$ cat config.mk
export PLATFORM = sky130hd
export DESIGN_NAME = serial_add_ctrl
export DESIGN_NICKNAME = d
export VERILOG_FILES = /design/src/rtl/serial_add_ctrl.sv
export SDC_FILE = /design/constraint.sdc
export NUM_CORES = 1
export LEC_CHECK = 0
export ABC_AREA = 1
export BUFFER_PORTS_ARGS = -buffer_cell sky130_fd_sc_hd__buf_2
export CORE_ASPECT_RATIO = 1.2
export CORE_MARGIN = 10
export CORE_UTILIZATION = 23
export CTS_BUF_LIST = sky130_fd_sc_hd__clkbuf_8
export DETAILED_ROUTE_END_ITERATION = 10
export GPL_TIMING_DRIVEN = 0
export HOLD_SLACK_MARGIN = 0.12
export SYNTH_ARGS = -nofsm -noshare
export SYNTH_HDL_FRONTEND = slang
export SYNTH_SLANG_ARGS = --single-unit
$ cat constraint.sdc
create_clock -name clk -period 3.6 [get_ports clk]
set_clock_uncertainty 0.1 [all_clocks]
set_input_delay 0.18 -clock clk [delete_from_list [all_inputs] [get_ports clk]]
set_output_delay 0.18 -clock clk [all_outputs]
set_load 0.03 [all_outputs]
$ cat src/rtl/serial_add_ctrl.sv
// Bit-serial adder controller: one full-adder cell adds two WIDTH-bit operands LSB first.
// Latency: WIDTH cycles from the accepting start edge to the one-cycle done pulse.
// Backpressure: start is only sampled in IDLE or DONE; a start seen during RUN is dropped.
//
// Ports:
//   clk, rst        clock and asynchronous active-high reset
//   start, a, b, cin  request and operands, captured on an accepted start
//   busy            high while the serial add is running
//   done            one-cycle pulse, sum/cout valid
//   sum, cout       registered result, held until the next result
//   ovf             signed overflow; exists only when SERIAL_ADD_OVF_EN is defined
module serial_add_ctrl #(
  parameter int WIDTH = 8
) (
  input  logic             clk,
  input  logic             rst,
  input  logic             start,
  input  logic [WIDTH-1:0] a,
  input  logic [WIDTH-1:0] b,
  input  logic             cin,
  output logic             busy,
  output logic             done,
  output logic [WIDTH-1:0] sum,
  output logic             cout
`ifdef SERIAL_ADD_OVF_EN
  ,
  output logic             ovf
`endif
);

  localparam int CW = (WIDTH > 2) ? $clog2(WIDTH) : 1;
  localparam logic [CW-1:0] LAST = CW'(WIDTH - 1);

  typedef enum logic [1:0] {
    IDLE,
    RUN,
    DONE
  } state_t;

  state_t           state;
  logic [WIDTH-1:0] sha;
  logic [WIDTH-1:0] shb;
  logic             carry;
  logic [CW-1:0]    cnt;
  // Only WIDTH-1 bits of partial sum are ever stored; the last bit goes
  // straight from the adder into the result register.
  logic [WIDTH-2:0] psum;

  logic             fa_s;
  logic             fa_co;
  logic [WIDTH-1:0] psum_nx;

  // The shared 1-bit full-adder cell.
  always_comb begin
    fa_s    = sha[0] ^ shb[0] ^ carry;
    fa_co   = (sha[0] & shb[0]) | (carry & (sha[0] ^ shb[0]));
    psum_nx = {fa_s, psum};
  end

  always_ff @(posedge clk or posedge rst) begin
    if (rst) begin
      state <= IDLE;
      sha   <= '0;
      shb   <= '0;
      carry <= 1'b0;
      cnt   <= '0;
      psum  <= '0;
      busy  <= 1'b0;
      done  <= 1'b0;
      sum   <= '0;
      cout  <= 1'b0;
`ifdef SERIAL_ADD_OVF_EN
      ovf   <= 1'b0;
`endif
    end else begin
      case (state)
        IDLE: begin
          if (start) begin
            sha   <= a;
            shb   <= b;
            carry <= cin;
            cnt   <= '0;
            busy  <= 1'b1;
            state <= RUN;
          end
        end

        RUN: begin
          carry <= fa_co;
          sha   <= sha >> 1;
          shb   <= shb >> 1;
          psum  <= psum_nx[WIDTH-1:1];
          cnt   <= cnt + 1'b1;
          if (cnt == LAST) begin
            // Whole result lands in one edge so sum/cout are never seen half-built.
            sum   <= psum_nx;
            cout  <= fa_co;
`ifdef SERIAL_ADD_OVF_EN
            // carry currently holds the carry into the MSB.
            ovf   <= carry ^ fa_co;
`endif
            busy  <= 1'b0;
            done  <= 1'b1;
            state <= DONE;
          end
        end

        DONE: begin
          done <= 1'b0;
          if (start) begin
            sha   <= a;
            shb   <= b;
            carry <= cin;
            cnt   <= '0;
            busy  <= 1'b1;
            state <= RUN;
          end else begin
            state <= IDLE;
          end
        end

        default: begin
          busy  <= 1'b0;
          done  <= 1'b0;
          state <= IDLE;
        end
      endcase
    end
  end

endmodule
==> impl_metrics.yaml, run 1 <==
logic_synthesis:
  yosysUniqueCellTypes: 17
  yosysTopAreaCell: "dfrtp_1"
  yosysMostFrequentCell: "nand2_1"
  yosys_warnings: 0
  synth.top_cells.by_area: "dfrtp_1 54%, nand2_1 25%, nand3_1 7.5%"
  yosys_register_bits: 40
  synthTopCellsByCount: "124 x nand2_1, 40 x dfrtp_1, 28 x nand3_1"
  ys_seq_area_share_pct: 53.9
  synth_edf_count: 0
  yosysTopAreaCellShare_pct: 53.9
  netlist_area_um2: 1860
  avgSynthCellArea_um2: 8.22
  synthFlopType: "dfrtp_1"
  syn_inst: 226
  async_flop_share_pct: 100
  syn-num-nets: 249
worst_setup_path:
  critPathLaunchType: "register"
  critical_path_class: "reg -> reg"
  crit_path_end_kind: "register"
  critPathArrivalTime_ns: 1.61
  worstPathMaxFanout: 10
  cp_data_required_time_ns: 3.65
  crit_top_cell: "ha_1"
  crit_chain: "ha_1 > ha_1 > clkbuf_1 > o21ai_0"
  critical-path-max-stage-delay_ns: 0.44
  critical-path-slowest-cell: "clkbuf_1"
timing:
  drv_slew: 0
  rsz0062_at_grt: "false"
  fin_crit_sh_pct: 43.3
  finalWorstPathRequiredPeriod_ns: 1.56
  tightest_slew_ns: 0.856
  hold_viol: 0
  fmax_mhz: 641
  tns_ns: 0
  setup_viol: 0
  slew_headroom_pct: 42.8
  setup_ws_ns: 2.04
clocking:
  cts_tree: "built"
  h-tree-depth: 2
  cts_buffer_depth: 2
  clk_latency_ns: 0.29
  cts.clk_slew.worst_paths_ns: 0.07
  cts.sink_count: 40
  cts_inserted_buffers: 5
  clockRootBuffer: "clkbuf_8"
place:
  finalWeightedCongestion: 0.763
  place_ws_ns: 2.06
  place_inst: 348
  port_buffers: 30
  place_hpwl_um: 3100
pwr:
  powerDensity_nw_per_um2: 820
  intPower_w: 0.00111
  p_sw_w: 0.000846
  pwr-share-clk_pct: 14.3
  swShare_pct: 43.3
  combPwrFrac_pct: 47.1
  p_leak_nw: 1.34
  seq_power_share_pct: 38.6
  ir_worst_vdd_mv: 0.331
  finalPower_w: 0.00195
global_route:
  grt_max_degree: 41
  grt_pass1_vias: 1644
  grt_use_met1_pct: 9.98
  grt_pass1_wl_um: 7750
  antenna_found_initial: 0
  met3_usage_pct: 2.74
  grt_util_met2_pct: 11.8
  busiest_layer: "met2"
  overflow: 0
  grt_usage_pct: 7.69
floorplan:
  fp.dieArea_um2: 12100
  die_h_um: 118
  initial_core_util_pct: 23.8
  ioPinCount: 31
  coreArea_um2: 7790
  die_x_um: 102
  num_rows: 35
status:
  status: "finished, final reports clean"
layout:
  utilization_pct: 30.5
  fin_nets: 304
  fillers: 840
  fin_cells: 373
  antennaDiodeCount: 0
  area_growth_pct: 28.1
  drive_above_1_share_pct: 19.9
flow_run:
  maxCapViolCount: 0
min_path:
  min_path_type: "in -> reg"
detailed_routing:
  drc_errors: 0
  first_pass_iters: 4
  wirelength_um: 4460
  first_iter_violations: 47
  wl_per_cell_um: 12.0
  avgViaCountPerCell: 4.24
  ant_nets: 0
  vias: 1581
[per-layer routing]
metal  part of all wire (%)  vias to the layer above
li1                       -                      808
met5                      0                        -
met4                   0.87                        0
met3                    5.7                        5
met1                     49                      740
met2                     45                       28
[registers in the layout, summed over array words and instances, names as in the netlist]
name	cells
sum	8
shb	8
cnt	3
busy	1
cout	1
sha	8
psum	7
carry	1
state	2
done	1
[per-stage QoR]
stage               hold slack (ns)  area, µm²
floorplan                     0.197       1860
detailed placement            0.314       2120
global route                  0.179       2380
global placement              0.308       2120
finish                        0.150       2380
CTS                           0.149       2380
[critical path: cells and delay by family, from the launching register on]
kind / cells / cell delay, ns
buffers and inverters: 1 / 0.44
flip-flops: 1 / 0.37
adder cells (fa/ha/maj): 2 / 0.34
AO/OA/AOI/OAI: 1 / 0.17
[power groups by stage]
stage	clock [W]	sequential [W]	combinational, W
2_1_floorplan	0	0.000848	0.000590
3_3_place_gp	0	0.000756	0.000907
3_5_place_dp	0	0.000761	0.000923
4_1_cts	0.000290	0.000755	0.000944
5_1_grt	0.000307	0.000779	0.00106
6_report	0.000280	0.000753	0.000920
[area by class of cell]
class / count / area (µm²) / share of cell area (%)
Tap cell: 92 / 115 / 4.83
Clock inverter: 2 / 8.76 / 0.368
Inverter: 9 / 36.3 / 1.52
Timing Repair Buffer: 48 / 330 / 13.9
Clock buffer: 5 / 68.8 / 2.89
Buffer: 12 / 95.1 / 3.99
Sequential cell: 40 / 1000 / 42.0
Multi-Input combinational cell: 165 / 726 / 30.5
[layout by cell type (no fill, tap or decap)]
cell,count
inv_1,7
nand3_2,2
nand2_1,124
clkbuf_1,1
nand3_1,28
buf_2,34
o21ai_0,4
dfrtp_1,40
ha_1,2
clkbuf_8,5
inv_2,2
buf_6,5
fa_1,1
nor2_4,1
clkinv_2,1
inv_4,1
nand2_2,2
dlygate4sd3_1,18
buf_4,2
nand2_4,1
[worst paths after layout]
kind / startpoint / endpoint / slack [ns] / depth (start not counted)
min in group asynchronous: rst / busy / 0.52 / 3
worst min register to register: sum[0] / sum[0] / 0.38 / 2
max in group asynchronous: rst / sha[4] / 2.35 / 3
worst max-delay path: cnt[0] / state[0] / 2.04 / 4
worst min-delay path: start / shb[1] / 0.15 / 4
worst max register to register: cnt[0] / state[0] / 2.04 / 4
[timing repair]
action	in CTS	in global routing
setup buffers	0	0
hold buffers	18	0
endpoints found under the hold margin	57	0
resized for setup	0	0
[logic make-up after synthesis]
group | synth area share (%)
buffers and inverters | 7.07
AOI/OAI and AO/OA | 1.08
adders and majority gates | 2.42
DFF | 53.9
and+or+nand+nor | 35.6
Note: power is estimated with default switching activity, not from simulation.
==> inputs of run 2 (changes only) <==
Settings changed: ABC_AREA 1 to 0.
Clock period 3.6 ns to 1.4 ns, I/O delays scaled along.
==> run 2 against run 1 <==
Net effect:
- the flow now finishes with violations (setup timing)
- maximum frequency is 11% higher
- critical endpoint is now sum[7]
- hold slack worse by 0.018 ns
- critical path depth decreased by 2
- power increased to 3.0 times the previous value
- highest routed layer unchanged
- sequential power grew to 2.7 times the previous value
- design area increased by 5.4%
- flip-flop and latch count stayed put
- largest cell class unchanged
- via count fell by 17%
- critical path type unchanged
- wire length decreased by 8.4%
==> impl_metrics.yaml, run 2 <==
status:
  status: "finished with violations"
  violations: "setup timing"
logic_synthesis:
  yosys_register_bits: 40
  synth.top_cells.by_area: "dfrtp_1 58%, mux2_4 7.8%, o22ai_1 5.1%"
  async_flop_share_pct: 100
  synth_edf_count: 0
  yosysUniqueCellTypes: 25
  synthTopCellsByCount: "40 x dfrtp_1, 22 x nand2_1, 19 x nor2_1"
  netlist_area_um2: 1730
  yosysTopAreaCellShare_pct: 58.0
  synthFlopType: "dfrtp_1"
  syn-num-nets: 176
  yosysTopAreaCell: "dfrtp_1"
  yosysMostFrequentCell: "dfrtp_1"
  avgSynthCellArea_um2: 11.3
  yosys_warnings: 0
  ys_seq_area_share_pct: 58.0
  syn_inst: 153
min_path:
  holdPathStages: 4
  min_path_type: "in -> reg"
worst_setup_path:
  crit_start: "carry"
  crit_path_end_kind: "register"
  critical_path_class: "reg -> reg"
  endpoint: "sum[7]"
  timing.reg2reg.worst_path_depth: 2
  critPathArrivalTime_ns: 1.49
  cp_data_required_time_ns: 1.49
  timing.rr.start: "carry"
  worstPathMaxFanout: 2
  worstReg2RegEnd: "sum[7]"
  rrSetupSlack_ns: -0.003
  critPathLaunchType: "register"
layout:
  final_common_cell: "dfrtp_1"
  area_growth_pct: 45.4
  fin_nets: 240
  drive_above_1_share_pct: 38.5
  final_cell_mix: "39 x dfrtp_1, 32 x buf_2, 22 x nand2_1"
  reg_top3: "sha x8, shb x8, sum x8"
  antennaDiodeCount: 0
  fillers: 720
  finalInstanceArea_um2: 2510
timing:
  drv_slew: 0
  rsz0062_at_grt: "true"
  setup_ws_ns: -0.00348
  tns_ns: -0.00348
  setup_viol: 1
  finalWorstPathRequiredPeriod_ns: 1.40
  fmax_mhz: 713
  slew_headroom_pct: 42.5
  tightest_slew_ns: 0.861
  fin_crit_sh_pct: 100
  hold_viol: 0
pwr:
  p_leak_nw: 1.20
  swShare_pct: 35.6
  finalPower_w: 0.00595
  ir_worst_vdd_mv: 1.15
  powerDensity_nw_per_um2: 2370
  p_sw_w: 0.00212
  intPower_w: 0.00383
  pwr-share-clk_pct: 21.9
  seq_power_share_pct: 34.9
  combPwrFrac_pct: 43.2
detailed_routing:
  wirelength_um: 4090
  avgViaCountPerCell: 4.27
  first_iter_violations: 80
  first_pass_iters: 4
  ant_nets: 0
  vias: 1316
  drc_errors: 0
  wl_per_cell_um: 13.3
floorplan:
  die_x_um: 99.1
  die_h_um: 115
  coreArea_um2: 7270
  initial_core_util_pct: 23.7
  num_rows: 34
  fp.dieArea_um2: 11400
  ioPinCount: 31
place:
  place_hpwl_um: 2650
  port_buffers: 30
  place_ws_ns: -0.0843
  finalWeightedCongestion: 0.693
  placed_area_um2: 2000
clocking:
  clk_latency_ns: 0.29
  cts_inserted_buffers: 5
  cts.clk_slew.worst_paths_ns: 0.09
  cts_buffer_depth: 2
  h-tree-depth: 2
  cts_tree: "built"
  cts.sink_count: 40
  clockRootBuffer: "clkbuf_8"
global_route:
  grt_max_degree: 41
  grt_usage_pct: 7.07
  grt_pass1_wl_um: 6630
  grt_pass1_vias: 1358
  overflow: 0
  antenna_found_initial: 0
flow_run:
  maxCapViolCount: 0
-- run 2: cell count changes after synthesis, moves of 5 or more --
cell,before,now
nand2_1,124,22
nand3_1,28,1
nor2_1,0,19
nor3_1,0,14
o22ai_1,0,14
mux2_4,0,9
inv_1,7,2
-- run 2: timing repair --
item,CTS,global route
cloned,1,1
setup endpoints to repair,19,26
hold endpoints to repair,59,0
hold buffers,19,0
resized for setup,7,15
buffers inserted,5,4
pin swaps,4,2
-- run 2: worst max-delay path, cell delays in order, from the launching register on --
cell and delay, ns:
dfrtp_1 0.41, fa_1 0.52, mux2_4 0.28
-- run 2: worst min path at each step --
| stage | endpoint | start |
|---|---|---|
| global placement | shb[7] | b[7] |
| finish | shb[0] | start |
| floorplan | sha[7] | a[7] |
| global route | shb[0] | start |
| CTS | shb[0] | start |
| detailed placement | sum[6] | rst |
-- run 2: final cells by class --
| class | instances | area [µm²] | share of cell area (%) |
|---|---|---|---|
| plain buffers | 9 | 80.1 | 3.19 |
| clock buffers | 5 | 68.8 | 2.74 |
| clock inverters | 3 | 90.1 | 3.59 |
| inverters | 2 | 7.51 | 0.299 |
| multi-input cells | 101 | 729 | 29.1 |
| flip-flops and latches | 40 | 1000 | 40.0 |
| well taps | 90 | 113 | 4.49 |
| repair buffers | 58 | 418 | 16.7 |
-- run 2: through the flow --
| stage | instances | utilization [%] | hold WS, ns |
|---|---|---|---|
| 2_1_floorplan | 153 | - | 0.110 |
| 3_3_place_gp | 273 | 27.5 | 0.198 |
| 3_5_place_dp | 273 | 27.5 | 0.199 |
| 4_1_cts | 305 | 33.2 | 0.121 |
| 5_1_grt | 308 | 34.5 | 0.156 |
| 6_report | 308 | 34.5 | 0.132 |
-- run 2: power by group through the flow --
stage	clock network (W)	logic [W]	registers [W]
3_5_place_dp	0	0.00225	0.00208
6_report	0.00130	0.00257	0.00207
5_1_grt	0.00139	0.00282	0.00215
2_1_floorplan	0	0.00149	0.00227
4_1_cts	0.00133	0.00244	0.00205
3_3_place_gp	0	0.00222	0.00206
-- run 2: routing by layer --
| layer | global-route usage, % | share of wire, % | routed length, µm |
|---|---|---|---|
| met5 | 0 | 0 | 0 |
| met4 | 2.01 | 0.37 | 15 |
| met3 | 2.82 | 6.5 | 267 |
| met2 | 10.7 | 47 | 1910 |
| met1 | 9.05 | 46 | 1890 |
-- run 2: cells by family (layout without fill, tap and decap cells) --
group / Yosys count / count (layout) / share of synthesized area, %
compound gates: 24 / 24 / 8.99
fa+ha+maj: 3 / 3 / 2.61
buf+inv: 13 / 77 / 4.64
flops: 40 / 40 / 58.0
mux: 11 / 11 / 9.06
simple gates: 62 / 63 / 16.7
